==> config.mk <==
export PLATFORM = sky130hd
export DESIGN_NAME = reg_write_decoder
export DESIGN_NICKNAME = d
export VERILOG_FILES = /design/src/rtl/reg_write_decoder.sv
export SDC_FILE = /design/constraint.sdc
export NUM_CORES = 1
export LEC_CHECK = 0
export ABC_AREA = 1
export CORE_MARGIN = 2
export CORE_UTILIZATION = 25
export DETAILED_ROUTE_END_ITERATION = 6
export GPL_TIMING_DRIVEN = 0
export HOLD_SLACK_MARGIN = 0.06
export SLEW_MARGIN = 15
export SYNTH_ARGS = -nofsm -noshare
export SYNTH_HDL_FRONTEND = slang
export SYNTH_SLANG_ARGS = --single-unit
==> constraint.sdc <==
create_clock -name clk -period 11.2 [get_ports clk]
set_input_delay 1.68 -clock clk [delete_from_list [all_inputs] [get_ports clk]]
set_output_delay 1.68 -clock clk [all_outputs]
set_load 0.02 [all_outputs]
==> src/rtl/reg_write_decoder.sv <==
`default_nettype none
// ============================================================================
//  Module      : reg_write_decoder
//  Description : Register-file write-back decoder with a pending-write
//                scoreboard. Produces registered one-hot write enables,
//                tracks reserved destination registers, stalls WAW issues
//                and flags RAW hazards on two source ports.
//  Config      : `define REG_WRITE_DECODER_ZERO_REG_EN makes register N-1 a
//                hard-wired zero register (never written, never reserved).
//  Revision    : 1.0 - initial release
// ============================================================================
module reg_write_decoder #(
  parameter int ADDR_W = 5
) (
  input  logic                  clk,
  input  logic                  reset_n,
  input  logic                  wr_valid,
  input  logic [ADDR_W-1:0]     wr_addr,
  output logic [2**ADDR_W-1:0]  wr_en,
  input  logic                  iss_valid,
  input  logic [ADDR_W-1:0]     iss_addr,
  output logic                  iss_ready,
  input  logic [ADDR_W-1:0]     rd_addr_a,
  input  logic [ADDR_W-1:0]     rd_addr_b,
  output logic                  hazard_a,
  output logic                  hazard_b,
  output logic [2**ADDR_W-1:0]  pending,
  output logic [ADDR_W:0]       pend_count
);

  localparam int N = 2**ADDR_W;

  // Registers that may ever be written or reserved.
`ifdef REG_WRITE_DECODER_ZERO_REG_EN
  localparam logic [N-1:0] c_reg_mask = {1'b0, {(N-1){1'b1}}};
`else
  localparam logic [N-1:0] c_reg_mask = {N{1'b1}};
`endif

  localparam logic [N-1:0] c_one = {{(N-1){1'b0}}, 1'b1};

  logic [N-1:0]  r_wr_en;
  logic [N-1:0]  r_pending;
  logic [ADDR_W:0] r_pend_count;

  logic [N-1:0]  w_wr_dec;
  logic [N-1:0]  w_iss_dec;
  logic          w_iss_ready;
  logic          w_iss_accept;
  logic [N-1:0]  w_wr_en_next;
  logic [N-1:0]  w_pending_next;
  logic [ADDR_W:0] w_count_next;

  // Decode write-back and issue targets, resolve WAW stall, and build the
  // next scoreboard state (set of a newly issued reservation wins over a
  // same-cycle clear).
  always_comb begin
    w_wr_dec       = (c_one << wr_addr) & c_reg_mask;
    w_iss_dec      = (c_one << iss_addr) & c_reg_mask;
    w_iss_ready    = ~r_pending[iss_addr] | (wr_valid & (wr_addr == iss_addr));
    w_iss_accept   = iss_valid & w_iss_ready;
    w_wr_en_next   = wr_valid ? w_wr_dec : '0;
    w_pending_next = r_pending;
    if (wr_valid) begin
      w_pending_next = w_pending_next & ~w_wr_dec;
    end
    if (w_iss_accept) begin
      w_pending_next = w_pending_next | w_iss_dec;
    end
  end

  // Population count of the next scoreboard so pend_count tracks pending
  // on the same edge.
  always_comb begin
    w_count_next = '0;
    for (int i = 0; i < N; i++) begin
      w_count_next = w_count_next + {{ADDR_W{1'b0}}, w_pending_next[i]};
    end
  end

  // State registers; reset discards reservations and in-flight enables.
  always_ff @(posedge clk or negedge reset_n) begin
    if (!reset_n) begin
      r_wr_en      <= '0;
      r_pending    <= '0;
      r_pend_count <= '0;
    end else begin
      r_wr_en      <= w_wr_en_next;
      r_pending    <= w_pending_next;
      r_pend_count <= w_count_next;
    end
  end

  assign wr_en      = r_wr_en;
  assign pending    = r_pending;
  assign pend_count = r_pend_count;
  assign iss_ready  = w_iss_ready;
  // No bypass: a same-cycle write does not hide the hazard.
  assign hazard_a   = r_pending[rd_addr_a];
  assign hazard_b   = r_pending[rd_addr_b];

endmodule
`default_nettype wire

# Word level (Yosys, flattened, before mapping)
# Index checks and enable logic that the tools add are counted.
[word_totals]
wordCells = 56
inputBits = 24
register_bits = 70
output_inout_bits = 73
[classes]
n_bitwise = 7
n_lt_le_gt_ge = 3
mux = 9
n_shift = 2
add_sub_neg = 31
n_eq_ne = 1
[op_table]
columns = ["op", "count"]
rows = [
  ["$add A6 B1 Y6", 26],
  ["$mux W32", 3],
  ["$shl A1 B5 Y32 const A", 2],
  ["$and A32 B32 Y32", 1],
  ["$not A32 Y32", 1],
  ["$or A32 B32 Y32", 1],
  ["$lt A5 B6 Y1 const B", 3],
  ["$bmux W1 S5", 3],
  ["$add A5 B1 Y6", 1],
  ["$add A4 B1 Y5", 1],
  ["$eq A5 B5 Y1", 1],
  ["$add A3 B1 Y4", 1],
  ["$add A2 B1 Y3", 1],
  ["$mux W1", 3],
  ["$add A1 B1 Y2", 1],
  ["$and A1 B1 Y1", 2],
  ["$not A1 Y1", 1],
  ["$or A1 B1 Y1", 1],
]

# Logic depth before layout (Yosys ltp)
# Gate-level depths: netlist of run 1.
[logic_depth]
word_depth = 37
depth_mapped = 31
depth_no_buf = 28

# Worst setup path after synthesis of run 1
# No wires, ideal clock.
[synth_path]
path_kind = "input port to flip-flop"
from = "input port iss_addr[4]"
to = "register r_pend_count[5] (netlist: pend_count[5])"
path_slack_ps = 4284
n_path_buf = 3
t_arrival_ps = 6797
required_ps = 11081
setup_time_ps = 119
path_stages = 25
path_cell_list = "buf_2 -> inv_1 -> buf_2 -> o21ai_0 -> a21oi_1 -> nand3_1 -> nand3_4 -> buf_4 -> nand3_1 -> nand2_1 -> fa_1 -> fa_1 -> inv_1 -> fa_1 -> fa_1 -> fa_1 -> inv_1 -> fa_1 -> inv_1 -> ha_1 -> nand2_1 -> nor2_1 -> a211oi_1 -> nor2_1 -> o21a_1"
[synth_between]
elab_chain_len = 37
word_cells_on_any_way = 41
cone_classes = "add/sub (31); eq/ne (1); shift (1); mux (3); bitwise (5)"
[synth_rtl]
columns = ["element", "line_no", "text"]
rows = [
  ["start, declared", "21", "input logic [ADDR_W-1:0] iss_addr,"],
  ["$bmux W1 S5", "60", "w_iss_ready = ~r_pending[iss_addr] | (wr_valid & (wr_addr == iss_addr));"],
  ["$mux W1 (not written as such)", "60", ""],
  ["$not A1 Y1", "60", ""],
  ["$or A1 B1 Y1", "60", ""],
  ["$and A1 B1 Y1", "61", "w_iss_accept = iss_valid & w_iss_ready;"],
  ["$mux W32 (*)", "67", "if (w_iss_accept) begin"],
  ["$add A1 B1 Y2", "77", "w_count_next = w_count_next + {{ADDR_W{1'b0}}, w_pending_next[i]};"],
  ["$add A2 B1 Y3", "77", ""],
  ["$add A3 B1 Y4", "77", ""],
  ["$add A4 B1 Y5", "77", ""],
  ["$add A5 B1 Y6", "77", ""],
  ["$add A6 B1 Y6 (25 in series)", "77", ""],
  ["$add A6 B1 Y6 (*)", "77", ""],
  ["named net w_count_next[5]", "52", "logic [ADDR_W:0] w_count_next;"],
  ["end signal, assigned", "90", "r_pend_count <= w_count_next;"],
  ["end, declared", "44", "logic [ADDR_W:0] r_pend_count;"],
]
# Mark *: on every way through the listed nets, which the timed path passes. The rest lies on a longest branch. The select of a mux whose other input is x is not followed.

# Final worst setup path of run 1
[layout_path]
from = "input port iss_addr[2]"
to = "register r_pend_count[5] (netlist: pend_count[5])"
# The elaborated chain is that of the path after synthesis.

==> results of run 1 <==
cells by family after synthesis:
| family | Yosys count | synth area share [%] |
|---|---|---|
| adder cells (fa/ha/maj) | 31 | 11.4 |
| AND/OR/NAND/NOR | 375 | 31.4 |
| buffers and inverters | 129 | 11.0 |
| flip-flops | 70 | 35.1 |
| XOR/XNOR | 3 | 0.527 |
| AO/OA/AOI/OAI | 93 | 10.6 |
layout make-up:
type	instances	area [um2]	area share [%]
Buffer	36	195	2.97
Clock buffer	11	253	3.85
Clock inverter	5	81.3	1.24
Inverter	93	352	5.35
Multi-Input combinational cell	502	2690	40.9
Sequential cell	70	1750	26.7
Tap cell	265	332	5.04
Timing Repair Buffer	91	918	14.0
worst reg2reg max path, stage by stage (launching register included):
cell      delay, ns
dfrtp_1        0.53
inv_1          0.11
o21ai_1        0.15
nand2_1        0.06
nand3_1        0.08
nand3_1        0.10
nand3_2        0.09
nand3_4        0.13
buf_4          0.22
nand3_1        0.08
nand2_1        0.10
fa_1           0.56
fa_1           0.56
inv_1          0.05
fa_1           0.40
fa_1           0.49
fa_1           0.55
inv_1          0.05
fa_1           0.59
inv_1          0.06
ha_1           0.28
nand2_1        0.07
nor2_1         0.04
a211oi_1       0.33
nor2_1         0.08
o21a_1         0.18
path summary, 6_finish.rpt:
check | endpoint | cells after the start
min in group asynchronous | wr_en[23] | 1
min reg2reg | pending[26] | 2
max in group asynchronous | pending[28] | 2
min | pending[26] | 2
max reg2reg | pend_count[5] | 25
max | pend_count[5] | 26
metrics by stage:
step                power, W  cell area [um2]  utilization, %
finish               0.00212             6570            33.7
CTS                  0.00214             6570            33.7
floorplan            0.00143             4990               -
global placement     0.00180             6220            31.9
global route         0.00240             6570            33.7
detailed placement   0.00180             6240            31.9
state kept, by name (all words and copies together) (netlist names):
register	count
pend_count	6
wr_en	32
pending	32
report_power, final:
group | switching (W) | internal, W | total (W) | leakage (nW)
Sequential | 0.0000617 | 0.000321 | 0.000382 | 0.911
Clock | 0.000113 | 0.000207 | 0.000320 | 0.162
Combinational | 0.000808 | 0.000608 | 0.00142 | 2.09
cells in the final DEF (no fill, tap or decap), drive strengths merged, types with 2 or more instances in the layout:
master / synthesis / routed
dfrtp: 70 / 70
bufinv: 0 / 2
xor2: 2 / 2
nand2: 139 / 139
o22ai: 3 / 3
clkbuf: 13 / 24
nor4: 4 / 4
fa: 24 / 24
o21bai: 3 / 3
o221ai: 7 / 7
o21a: 2 / 2
nand3: 97 / 97
a21oi: 13 / 13
o211ai: 2 / 2
a211oi: 6 / 6
nor3: 3 / 3
nor2: 132 / 132
o21ai: 57 / 57
ha: 7 / 7
clkinv: 5 / 7
clkdlybuf4s50: 0 / 89
inv: 88 / 88
buf: 23 / 25
per-layer routing:
layer  global-route usage [%]  routed length [um]
met2                     28.7                8740
met4                     8.82                 886
met5                        0                   0
met1                     23.7                7850
met3                     3.02                1670
==> results.json, run 1 <==
{
  "antenna_found_initial": 0,
  "cts_setup_buffers": 0,
  "max_freq_mhz": 131,
  "crit_type": "in2reg",
  "dp.cells": 1057,
  "synth_top_area_share_pct": 35.1,
  "first_pass_iters": 7,
  "setup_viol": 0,
  "fillers": 2106,
  "yosysWarnings": 0,
  "relSlewSlack_pct": 63.3,
  "rrSetupSlack_ns": 5.15,
  "setup_slack_ns": 3.59,
  "tightest_slew_ns": 0.550,
  "ys_types": 31,
  "synth_common_cells": "nand2_1, nor2_1, nand3_1",
  "required_ns": 11.43,
  "start_util_pct": 25.5,
  "leakagePower_nw": 3.16,
  "post-route-drc-count": 6,
  "p_per_area_nw_per_um2": 322,
  "worstSkewPairLatency_ns": 0.35,
  "cap_violations": 0,
  "cts_buffers": 9,
  "ir_drop_mv": 0.319,
  "cp_num_buf_inv": 7,
  "synthArstFlopShare_pct": 100,
  "viasPerCell": 4.87,
  "yosys.area.top_type": "dfrtp_1",
  "synth_nets": 756,
  "die_x_um": 145,
  "num_rows": 51,
  "syn_to_final_growth_pct": 31.8,
  "cp.arrival_ns": 7.84,
  "die_y_um": 145,
  "pre_cts_ws_ns": 3.28,
  "hp-start": "pending[26]",
  "cts_root_buf": "clkbuf_16",
  "synth-edff-count": 0,
  "cpMostUsedCell": "fa_1",
  "num_vias": 5227,
  "cts_tree": "done",
  "grt_start_max_net_pins": 38,
  "slew_violations": 0,
  "hold_class": "reg2reg",
  "fin_cells": 1073,
  "finalCriticalPeriod_ns": 7.61,
  "io_pins": 97,
  "grt_pass1_vias": 4931,
  "die_area_um2": 21100,
  "synth_most_common_cell": "nand2_1",
  "synth-seq-area-share_pct": 35.1,
  "antennaDiodeCount": 0,
  "path_delay_family": "adder cells",
  "cp-startpoint": "iss_addr[2]",
  "status": "complete, but fails checks",
  "drtIter0Drc": 577,
  "violations": "DRC",
  "setup_tns_ns": 0,
  "port_buffers": 90,
  "grt_overflow": 0,
  "drive_above_1_share_pct": 4.95,
  "cts_hold_buf": 0,
  "whs_ns": 0.776,
  "clock_skew_ns": 0.0103,
  "slowest_delay_ns": 0.59,
  "synth_ff_type": "dfrtp_1",
  "gp_congestion": 0.940,
  "rsz0062_at_grt": "no",
  "grt_usage_pct": 18.0,
  "wl_per_cell_um": 17.8,
  "endpoint_kind": "register",
  "synth_area_um2": 4990,
  "drtAntennaViolNets": 0,
  "crit_path_start_kind": "input port",
  "synthCells": 701,
  "cts_sinks": 70,
  "finalCritPeriodShare_pct": 67.9,
  "dp_hpwl_um": 14600,
  "grt_pass1_wl_um": 29200,
  "clockBufferDepth": 2,
  "clk_pin_slew_ns": 0.06,
  "critPathSlowestCell": "fa_1",
  "r2r-start": "pending[17]",
  "syn_area_per_cell_um2": 7.12,
  "cts_resized": 0,
  "path_max_fanout": 10,
  "core-area_um2": 19500,
  "finalHoldViolCount": 0,
  "cts_max_level": 3,
  "drt-total-wl_um": 19100,
  "synth_area_leaders": "dfrtp_1, nand2_1, nor2_1, fa_1, nand3_1",
  "nets": 858,
  "yosys_register_bits": 70
}
Note: power is estimated with default switching activity, not from simulation.
==> inputs of run 2 (changes only) <==
Clock period 11.2 ns to 6.7 ns, I/O delays scaled along.
==> results.json, run 2 (synthesized netlist as in run 1, its figures left out) <==
{
  "post-route-drc-count": 0,
  "relSlewSlack_pct": 63.9,
  "cp.arrival_ns": 6.71,
  "viasPerCell": 4.84,
  "r2r-end": "pend_count[4]",
  "layout_common_cells": "nand2_1, nor2_1, nand3_1, clkdlybuf4s50_1, inv_1",
  "cts_sinks": 70,
  "die_x_um": 145,
  "crit_path_end": "pend_count[4]",
  "clock_skew_ns": 0.00788,
  "grt_overflow": 0,
  "grt_usage_pct": 18.0,
  "cts_hold_buf": 0,
  "whs_ns": 0.631,
  "fillers": 2101,
  "endpoint_kind": "register",
  "cts_buffers": 9,
  "cp-startpoint": "wr_addr[4]",
  "wl_per_cell_um": 17.8,
  "critPathSlowestCell": "fa_1",
  "wl_met2_um": 8810,
  "status": "completed",
  "cts_root_buf": "clkbuf_16",
  "drive_above_1_share_pct": 6.55,
  "reg2reg_depth": 24,
  "num_vias": 5194,
  "nets": 859,
  "dp_hpwl_um": 14600,
  "worstSkewPairLatency_ns": 0.34,
  "die_y_um": 145,
  "tightest_slew_ns": 0.542,
  "path_max_fanout": 10,
  "finalCritPeriodShare_pct": 96.3,
  "crit_type": "in2reg",
  "cap_violations": 0,
  "ir_drop_mv": 0.742,
  "fin_util_pct": 34.0,
  "drtAntennaViolNets": 0,
  "cts_max_level": 3,
  "cpMostUsedCell": "fa_1",
  "crit_chain": "clkdlybuf4s50_1 > nand2_1 > buf_2 > nor2_1 > nor2_1 > nor2_1 > nand3_1 > nand2_1 > fa_1 > fa_1 > inv_1 > fa_1 > inv_1 > fa_1 > fa_1 > fa_1 > inv_1 > ha_1 > inv_1 > fa_1 > o21ai_2 > xor2_1",
  "first_pass_iters": 6,
  "start_util_pct": 25.5,
  "rrSetupSlack_ns": 0.84,
  "met1_length_um": 7930,
  "core-area_um2": 19500,
  "antenna_found_initial": 0,
  "port_buffers": 90,
  "antennaDiodeCount": 0,
  "max_freq_mhz": 155,
  "final_common_cell": "nand2_1",
  "grt_pass1_wl_um": 29200,
  "drtIter0Drc": 576,
  "gp_congestion": 0.940,
  "dr_wl_met3_um": 1530,
  "finalCriticalPeriod_ns": 6.45,
  "crit_path_start_kind": "input port",
  "die_area_um2": 21100,
  "syn_to_final_growth_pct": 33.2,
  "drt-total-wl_um": 19100,
  "grt_start_max_net_pins": 38,
  "slew_violations": 0,
  "setup_tns_ns": 0,
  "seqCellArea_um2": 1750,
  "r2r-start": "pending[17]",
  "cts_tree": "done",
  "hold_class": "in2async",
  "leakagePower_nw": 3.22,
  "clockBufferDepth": 2,
  "required_ns": 6.96,
  "num_rows": 51,
  "finalHoldViolCount": 0,
  "p_per_area_nw_per_um2": 569,
  "routed.top_layer": "met4",
  "clk_pin_slew_ns": 0.05,
  "setup_viol": 0,
  "io_pins": 97,
  "grt_pass1_vias": 4944,
  "multiInputGateArea_um2": 2720,
  "slowest_delay_ns": 0.54
}
run 2: cell types whose count changed in the layout (fill, tap and decap cells not counted), sizes merged:
cell and delta:
clkdlybuf4s50 -4, inv +2, dlymetal6s2s +4, buf +3
clkbuf -2, clkinv -2
run 2: per-layer routing:
metal  GRT usage (%)  vias to the layer above
met5               0                        -
met4            8.82                        0
met3            3.02                       55
met2            28.8                      272
met1            23.7                     2429
li1                -                     2438
run 2: cell type report:
type                    instances  share of cell area [%]
multi-input cells             502                    40.9
flip-flops and latches         70                    26.4
repair buffers                 92                    14.1
inverters                      93                    5.37
well taps                     265                    4.99
clock buffers                  11                    3.80
plain buffers                  36                    3.33
clock inverters                 5                    1.22
run 2: repair_timing:
item                                   4_1_cts  5_1_grt
buffers inserted                             1        0
setup endpoints to repair                    3        4
pin swaps                                    2        3
endpoints found under the hold margin        0        0
resized for setup                            7       26
run 2: metrics by stage:
stage               cell area, um2  setup WS, ns  total power [W]  cells
global route                  6650      -0.00534          0.00427   1074
detailed placement            6240        -0.543          0.00302   1057
CTS                           6590       0.00906          0.00378   1074
finish                        6650         0.251          0.00378   1074
global placement              6220        -0.521          0.00300   1056
floorplan                     4990         0.459          0.00238    701
run 2: worst min-delay path by stage:
stage                startpoint          end  slack (ns)  cells after the start
finish                  reset_n    wr_en[23]        0.63                      1
global route            reset_n     wr_en[8]        0.67                      1
CTS                     reset_n    wr_en[23]        0.65                      1
detailed placement  pending[26]  pending[26]        0.75                      2
global placement    pending[26]  pending[26]        0.73                      2
floorplan            pending[2]   pending[2]        0.67                      2
run 2: worst max-delay path, delay by kind of cell:
family / cells / cell delay [ns]
xor+xnor: 1 / 0.17
compound gates: 1 / 0.17
buf+inv: 6 / 1.03
simple gates: 6 / 0.90
fa+ha+maj: 8 / 3.43
run 2: where the power goes:
group / switching [W] / internal [W] / total, W
logic: 0.00144 / 0.00118 / 0.00261
registers: 0.000103 / 0.000536 / 0.000638
clock network: 0.000187 / 0.000346 / 0.000533
total: 0.00173 / 0.00206 / 0.00378
